===== src/rtl/bcd_sevenseg_scan.sv =====
// bcd_sevenseg_scan: time-multiplexed driver for an 8-digit common-anode
// 7-segment display showing a packed BCD stopwatch value HH.MM.SS.cc.
// One digit is lit per refresh slot. The first BLANK_CYCLES of every slot keep
// all anodes off so the previous digit's segments cannot ghost onto the next.
// The displayed value is a snapshot taken at each frame boundary, so a frame
// never mixes digits from two different counter values.
//
// Handshake: none. data is sampled only on the frame-boundary edge, and
// frame_tick is an unqualified one-cycle pulse that needs no acknowledge.
module bcd_sevenseg_scan #(
    parameter int         REFRESH_DIV    = 100000,
    parameter int         BLANK_CYCLES   = 4,
    parameter logic [7:0] DP_MASK        = 8'b0101_0100,
    parameter bit         BLANK_LEADING  = 1'b1,
    parameter bit         AN_ACTIVE_LOW  = 1'b1,
    parameter bit         SEG_ACTIVE_LOW = 1'b1
) (
    input  logic        clk,
    input  logic        reset,
    input  logic [31:0] data,
    input  logic        display_en,
    output logic [7:0]  an,
    output logic [6:0]  seg,
    output logic        dp,
    output logic        frame_tick
);

    localparam int            CW        = (REFRESH_DIV > 1) ? $clog2(REFRESH_DIV) : 1;
    localparam logic [CW-1:0] CNT_MAX   = CW'(REFRESH_DIV - 1);
    localparam logic [CW-1:0] CNT_BLANK = CW'(BLANK_CYCLES);

    logic [CW-1:0] cnt;
    logic [2:0]    idx;
    logic [31:0]   shadow;

    logic          slot_tick;
    logic [3:0]    nibble;
    logic [7:0]    upper_zero;
    logic [7:0]    blank;
    logic [6:0]    pattern;
    logic          an_on;
    logic [7:0]    an_hi;
    logic [6:0]    seg_hi;
    logic          dp_hi;

    assign slot_tick = (cnt == CNT_MAX);
    assign nibble    = shadow[{idx, 2'b00} +: 4];

    // upper_zero[k] is set when shadow nibbles k..7 are all zero; only the
    // top five digits may be blanked so the value always reads at least 0.00.
    always_comb begin
        upper_zero    = '0;
        upper_zero[7] = (shadow[31:28] == 4'h0);
        for (int k = 6; k >= 0; k--) begin
            upper_zero[k] = upper_zero[k+1] && (shadow[4*k +: 4] == 4'h0);
        end
    end

    assign blank = BLANK_LEADING ? {upper_zero[7:3], 3'b000} : 8'h00;

    // BCD to active-high {g..a}; nibbles A..F are not BCD and show a dash.
    always_comb begin
        pattern = 7'h40;
        case (nibble)
            4'd0: pattern = 7'h3F;
            4'd1: pattern = 7'h06;
            4'd2: pattern = 7'h5B;
            4'd3: pattern = 7'h4F;
            4'd4: pattern = 7'h66;
            4'd5: pattern = 7'h6D;
            4'd6: pattern = 7'h7D;
            4'd7: pattern = 7'h07;
            4'd8: pattern = 7'h7F;
            4'd9: pattern = 7'h6F;
            default: pattern = 7'h40;
        endcase
    end

    // Active-high view of the next outputs; seg/dp are gated with the anode.
    always_comb begin
        an_on  = (cnt >= CNT_BLANK) && display_en && !blank[idx];
        an_hi  = an_on ? (8'h01 << idx) : 8'h00;
        seg_hi = an_on ? pattern : 7'h00;
        dp_hi  = an_on && DP_MASK[idx];
    end

    // Prescaler, digit index and frame snapshot; counters free-run regardless
    // of display_en so frame_tick keeps its period.
    always_ff @(posedge clk) begin
        if (reset) begin
            cnt        <= '0;
            idx        <= 3'd0;
            shadow     <= 32'h0;
            frame_tick <= 1'b0;
        end else begin
            frame_tick <= 1'b0;
            if (slot_tick) begin
                cnt <= '0;
                idx <= idx + 3'd1;
                if (idx == 3'd7) begin
                    shadow     <= data;
                    frame_tick <= 1'b1;
                end
            end else begin
                cnt <= cnt + CW'(1);
            end
        end
    end

    // Registered pin drivers with board polarity applied.
    always_ff @(posedge clk) begin
        if (reset) begin
            an  <= {8{AN_ACTIVE_LOW}};
            seg <= {7{SEG_ACTIVE_LOW}};
            dp  <= SEG_ACTIVE_LOW;
        end else begin
            an  <= AN_ACTIVE_LOW  ? ~an_hi  : an_hi;
            seg <= SEG_ACTIVE_LOW ? ~seg_hi : seg_hi;
            dp  <= SEG_ACTIVE_LOW ? ~dp_hi  : dp_hi;
        end
    end

endmodule


===== config.mk =====
export PLATFORM = sky130hd
export DESIGN_NAME = bcd_sevenseg_scan
export DESIGN_NICKNAME = d
export VERILOG_FILES = /design/src/rtl/bcd_sevenseg_scan.sv
export SDC_FILE = /design/constraint.sdc
export NUM_CORES = 1
export LEC_CHECK = 0
export ABC_AREA = 1
export CORE_ASPECT_RATIO = 1.4
export CORE_MARGIN = 4
export CORE_UTILIZATION = 40
export CTS_CLUSTER_SIZE = 8
export DETAILED_ROUTE_END_ITERATION = 8
export GPL_TIMING_DRIVEN = 0
export PLACE_DENSITY = 0.61
export SYNTH_ARGS = -nofsm -noshare
export SYNTH_HDL_FRONTEND = slang
export SYNTH_SLANG_ARGS = --single-unit

===== constraint.sdc =====
create_clock -name clk -period 2.34 [get_ports clk]
set_input_delay 0.468 -clock clk [delete_from_list [all_inputs] [get_ports clk]]
set_output_delay 0.468 -clock clk [all_outputs]
set_load 0.03 [all_outputs]

Yosys cells after proc, flatten, opt, wreduce, memory -nomap -nowiden
Memory sizes are Yosys's and may differ from the RTL's. A register that Yosys moved wholly into a read port is not among the register bits.
Cells that the tools add are included.
- add/sub/neg operators: 2
- $lt $le $gt $ge: 2
- equal/unequal tests: 2
- shift-type cells: 2
- muxes and demuxes: 8
- bitwise logic cells: 4
- reduce and logical (&&, ||, !) cells: 16
- operator list (cell ; number):
    32-bit by 6-bit variable part select with 4-bit output ; 1
    4-bit zero test ; 5
    17-bit by 1-bit adder with 17-bit output, second input constant ; 1
    17-bit == test, second input constant ; 1
    17-bit by 3-bit greater-or-equal comparator with 1-bit output, second input constant ; 1
    8-bit 2-to-1 mux ; 1
    8-bit NOT ; 1
    1-bit by 3-bit left shift with 8-bit output, first input constant ; 1
    1-bit logical AND ; 7
    7-bit 2-to-1 mux ; 1
    7-bit NOT ; 1
    3-bit 2-to-1 mux ; 2
    3-bit by 4-bit less-than comparator with 1-bit output, second input constant ; 1
    2-bit OR reduction ; 2
    3-bit by 1-bit adder with 3-bit output, second input constant ; 1
    1-bit binary-select mux with 3-bit select ; 1
    3-bit == test, second input constant ; 1
    1-bit 2-to-1 mux ; 3
    1-bit NOT ; 2
    2-bit AND reduction ; 1
    1-bit zero test ; 1
- register bits: 69
- ROM bits: 120
- input bits: 35
- word-level logic and storage cells: 45
- memories: 2
- memory list (name ; depth ; bits a word ; rd ports ; clocked after Yosys merged registers in ; wr ports ; RTL line ; RTL):
    (no name shown) ; 16 ; 7 ; 1 ; 0 ; 0 ; 64 ; case (nibble)
    (no name shown) ; 8 ; 1 ; 1 ; 1 ; 0 ; 84 ; dp_hi = an_on && DP_MASK[idx];

Depth between registers and ports, before layout
- depth in word-level cells: 11
- gate-level depth with buffers: 11

Worst setup path before layout
Ideal clock, no wire load.
- path kind: reg2reg
- from: register idx[0]
- to: register seg[5]
- setup time: 0.124 ns
- arrival: 1.823 ns
- required time: 2.216 ns
- slack: 0.392 ns
- cell stages (with the launch flop): 11
- path buffers: 1
- clock period less this slack: 1.948 ns
- path through: dfxtp_1 -> inv_1 -> buf_2 -> o21ai_0 -> o22ai_1 -> o21ai_0 -> inv_1 -> ha_1 -> nand3b_1 -> nand3_1 -> nand3_1
- word-level cells in the longest chain between the ends: 6
- elaborated cells between the ends (all ways): 8
- those cells by class: shift: 1; mux: 3; bitwise: 1; reduce/logical: 2; memory: 1
- RTL lines (element ; RTL line ; RTL):
    from (decl) ; 33 ; logic [2:0] idx;
    from (signal assigned) ; 99 ; idx <= idx + 3'd1;
    branches (longest 4 deep; another with memory read 16 x 7 bit) ; -- ;
    7-bit 2-to-1 mux (*) ; 83 ; seg_hi = an_on ? pattern : 7'h00;
    7-bit NOT (*) ; 118 ; seg <= SEG_ACTIVE_LOW ? ~seg_hi : seg_hi;
    to (signal assigned) ; 114 ; seg <= {7{SEG_ACTIVE_LOW}};
    to (signal assigned) ; 118 ;
    to (decl) ; 23 ; output logic [6:0] seg,
Every way passes the cells marked *. The select of a mux whose other input is x is not followed.
A chain may end at the register's enable or synchronous reset.

Final worst setup path
- from: register idx[1]
- to: register seg[3]
The elaborated chain is that of the path after synthesis.

==> out/qor.yml <==
outcome:
  result_of_the_run: "finished, final reports clean"
clock_tree:
  clk_path_buf_depth: 2
  clock-sinks: 70
  tritoncts: "yes"
  worst_setup_hold_path_clk_slew_ns: 0.08
  numCtsBuffers: 9
  cts_root_buffer: "sky130_fd_sc_hd__clkbuf_8"
  worst_skew_pair.late_latency_ns: 0.35
  cts_hold_repair.buffers: 0
  post_cts_buffers: 0
  htree_num_levels: 3
floorplan:
  io_pins: 52
  dieHeight_um: 115
  dieArea_mm2: 0.00968
  core_area_mm2: 0.00785
  floorplan.rows: 38
  start_util: 0.416
  die_width_um: 84.3
pwr:
  net-switching-power_uw: 517
  max-vdd-ir-drop_mv: 0.424
  intPower_mw: 1.89
  clock_power_share: 0.462
  netSwitchingFraction: 0.215
  cellPowerDensity_mw_per_mm2: 584
  power.leakage_nw: 1.77
  power.share.combinational: 0.041
  power.share.sequential: 0.498
route:
  detail_route.drc_violations: 0
  detailroute.via_count: 2938
  avgViaCountPerCell: 4.74
  wl_mm: 7.51
  firstDrtPassIters: 4
  ant_nets: 0
  first_iter_violations: 156
  wl_per_cell_um: 12.1
global_route:
  maximum_number_of_pins_on_one_net_before_global_route_repair: 14
  initial_antenna_violation_count: 0
  via_count_of_the_first_global_routing_pass: 2805
  total_congestion_overflow: 0
  grt_pass1_wl_mm: 12.6
  grt_util_all_layers: 0.163
yosys:
  total_nets_after_synthesis: 501
  largest_family_of_logic_cells_by_synthesized_area: "simple AND/OR/NAND/NOR gates"
  synth_seq_cells: 70
  synthCells: 453
  synth-compound-area-share: 0.102
  synth_xor_xnor_area_share: 0.0107
  synth.yosys.warnings: 0
  synth_sequential_area_ratio: 0.430
  syn_avg_cell_area_um2: 7.20
  synth.cell_area_mm2: 0.00326
  adder_cell_share_of_the_synthesized_area: 0.0499
  muxShareOfSynthArea: 0
  synth_simple_gate_area_frac: 0.323
  synth.distinct_cells: 30
hold_path:
  hold_path.class: "register to register"
sta:
  finalClockSkew_ns: 0.00761
  rsz_0062_raised_after_global_routing: "no"
  timing_max_transition_violations_final: 0
  post-route-worst-setup-slack_ns: 0.251
  accumulated_negative_setup_slack_ns: 0
  finalSetupViolCount: 0
  max_freq_mhz: 479
  tightest_slew_ns: 0.444
  final_min_period_over_clock_period: 0.893
  max_slew_margin: 0.704
  fin_crit_ns: 2.09
  count_of_endpoints_failing_hold_in_the_final_timing_report: 0
placement:
  detailedPlace.worstSlack_ns: -0.116
  dp_hpwl_mm: 5.58
  gp_congestion: 0.807
  portBuffers: 51
worst_setup_path:
  critical_path.slowest_cell: "sky130_fd_sc_hd__dfxtp_1"
  required_ns: 2.57
  setup.worst_path.class: "register to register"
  cp_cell_sequence: "clkbuf_1 -> o21ai_0 -> o221ai_1 -> o21ai_2 -> ha_1 -> nand3_1 -> nand3_1 -> nand3_1"
  critical-path-max-stage-delay_ns: 0.42
  critical-path-top-cell-by-count: "sky130_fd_sc_hd__nand3_1"
  crit_arrival_ns: 2.32
  crit_path_end_kind: "register"
  critical_path.max_fanout: 10
  critPathLaunchType: "register"
final_layout:
  drive_gt1_frac: 0.0904
  area_growth_syn_to_layout_pct: 26.7
  total_number_of_nets_in_the_final_design: 563
  antenna_diodes: 0
flow_run:
  cap_viol_max_count: 0
## area by class of cell
cell class              count  area, µm²
inverters                  45        171
flip-flops and latches     70       1400
multi-input cells         324       1590
fillers                   799       3710
well taps                 100        125
clock buffers              10        138
clock inverters             6       92.6
plain buffers              14        105
repair buffers             51        510
## sequential cells by signal, indices dropped and copies added, names as in the netlist, named ones only
register,count
seg,7
idx,3
an,8
shadow,32
frame_tick,1
cnt,17
dp,1
## worst paths after layout
path / from / end / slack (ns) / cells after the start
worst max-delay path: idx[1]$_SDFFE_PP0N_ / seg[3]$_SDFF_PP1_ / 0.25 / 8
worst min-delay path: register / dp$_SDFF_PP1_ / 0.38 / 1
worst max register to register: idx[1]$_SDFFE_PP0N_ / seg[3]$_SDFF_PP1_ / 0.25 / 8
worst min register to register: register / dp$_SDFF_PP1_ / 0.38 / 1
## metal layers
| layer | global-route usage | up-vias | share of wire |
|---|---|---|---|
| met5 | 0 | - | 0 |
| met4 | 0.0676 | 0 | 0.012 |
| met3 | 0.0473 | 6 | 0.045 |
| met2 | 0.281 | 69 | 0.50 |
| met1 | 0.189 | 1294 | 0.44 |
| li1 | - | 1569 | - |
## cells by family (layout without fill, tap and decap cells)
family,Yosys count,after routing
AOI/OAI and AO/OA,64,64
adders and majority gates,13,13
and+or+nand+nor,243,243
xor gates and xnor gates,4,4
buffers and inverters,59,126
DFF,70,70
## power groups by stage
stage	Combinational, mW	Clock, mW	Sequential [mW]
finish	0.0979	1.11	1.20
global route	0.106	1.20	1.20
CTS	0.0993	1.14	1.20
detailed placement	0.0988	0	1.23
global placement	0.0983	0	1.23
floorplan	0.0228	0	1.23
## cells in the mapped netlist (all sizes together)
cell type,instances,area [µm²]
nor2,115,478
nand2,80,308
dfxtp,70,1400
o21ai,46,230
inv,42,160
nand3,33,178
a21oi,13,65.1
ha,13,163
buf,10,90.1
nand4,5,31.3
nor3,5,25.0
clkbuf,4,15.0
xor2,4,35.0
clkinv,3,11.3
nand3b,2,15.0
o211ai,2,15.0
o22ai,2,12.5
or2,2,12.5
nor3b,1,7.51
o221ai,1,8.76
## stage by stage
step | std cells | area, µm² | power [mW] | hold WS [ns] | util
after floorplan | 453 | 3260 | 1.26 | 0.351 | -
after global placement | 604 | 3900 | 1.33 | 0.359 | 0.497
after detailed placement | 604 | 3900 | 1.33 | 0.357 | 0.497
after CTS | 620 | 4130 | 2.44 | 0.376 | 0.526
after global routing | 620 | 4130 | 2.50 | 0.384 | 0.527
final | 620 | 4130 | 2.41 | 0.375 | 0.527
## what timing repair did
item	CTS	global route
hold endpoints to repair	0	0
gates resized for setup	1	2
setup endpoints to repair	4	5
## worst max-delay path: cells and delay by family (launching register included)
kind	cells	cell delay (ns)
DFF	1	0.42
adders and majority gates	1	0.31
AOI/OAI and AO/OA	3	0.56
and+or+nand+nor	3	0.27
buffers and inverters	1	0.39
## placed cells by master, fill, tap and decap left out, types with 3 or more instances in the layout
master,count
sky130_fd_sc_hd__nand3_1,32
sky130_fd_sc_hd__clkbuf_1,4
sky130_fd_sc_hd__buf_6,6
sky130_fd_sc_hd__inv_1,40
sky130_fd_sc_hd__ha_1,13
sky130_fd_sc_hd__clkbuf_8,10
sky130_fd_sc_hd__nand2_2,3
sky130_fd_sc_hd__nor3_1,5
sky130_fd_sc_hd__clkinv_1,3
sky130_fd_sc_hd__clkdlybuf4s50_1,51
sky130_fd_sc_hd__nor2_2,9
sky130_fd_sc_hd__dfxtp_1,69
sky130_fd_sc_hd__nand2_1,77
sky130_fd_sc_hd__xor2_1,4
sky130_fd_sc_hd__o21ai_1,20
sky130_fd_sc_hd__nor2_1,104
sky130_fd_sc_hd__buf_2,3
sky130_fd_sc_hd__a21oi_1,13
sky130_fd_sc_hd__nand4_1,5
sky130_fd_sc_hd__o21ai_0,25
No activity file was read; power rests on OpenSTA's default activity.
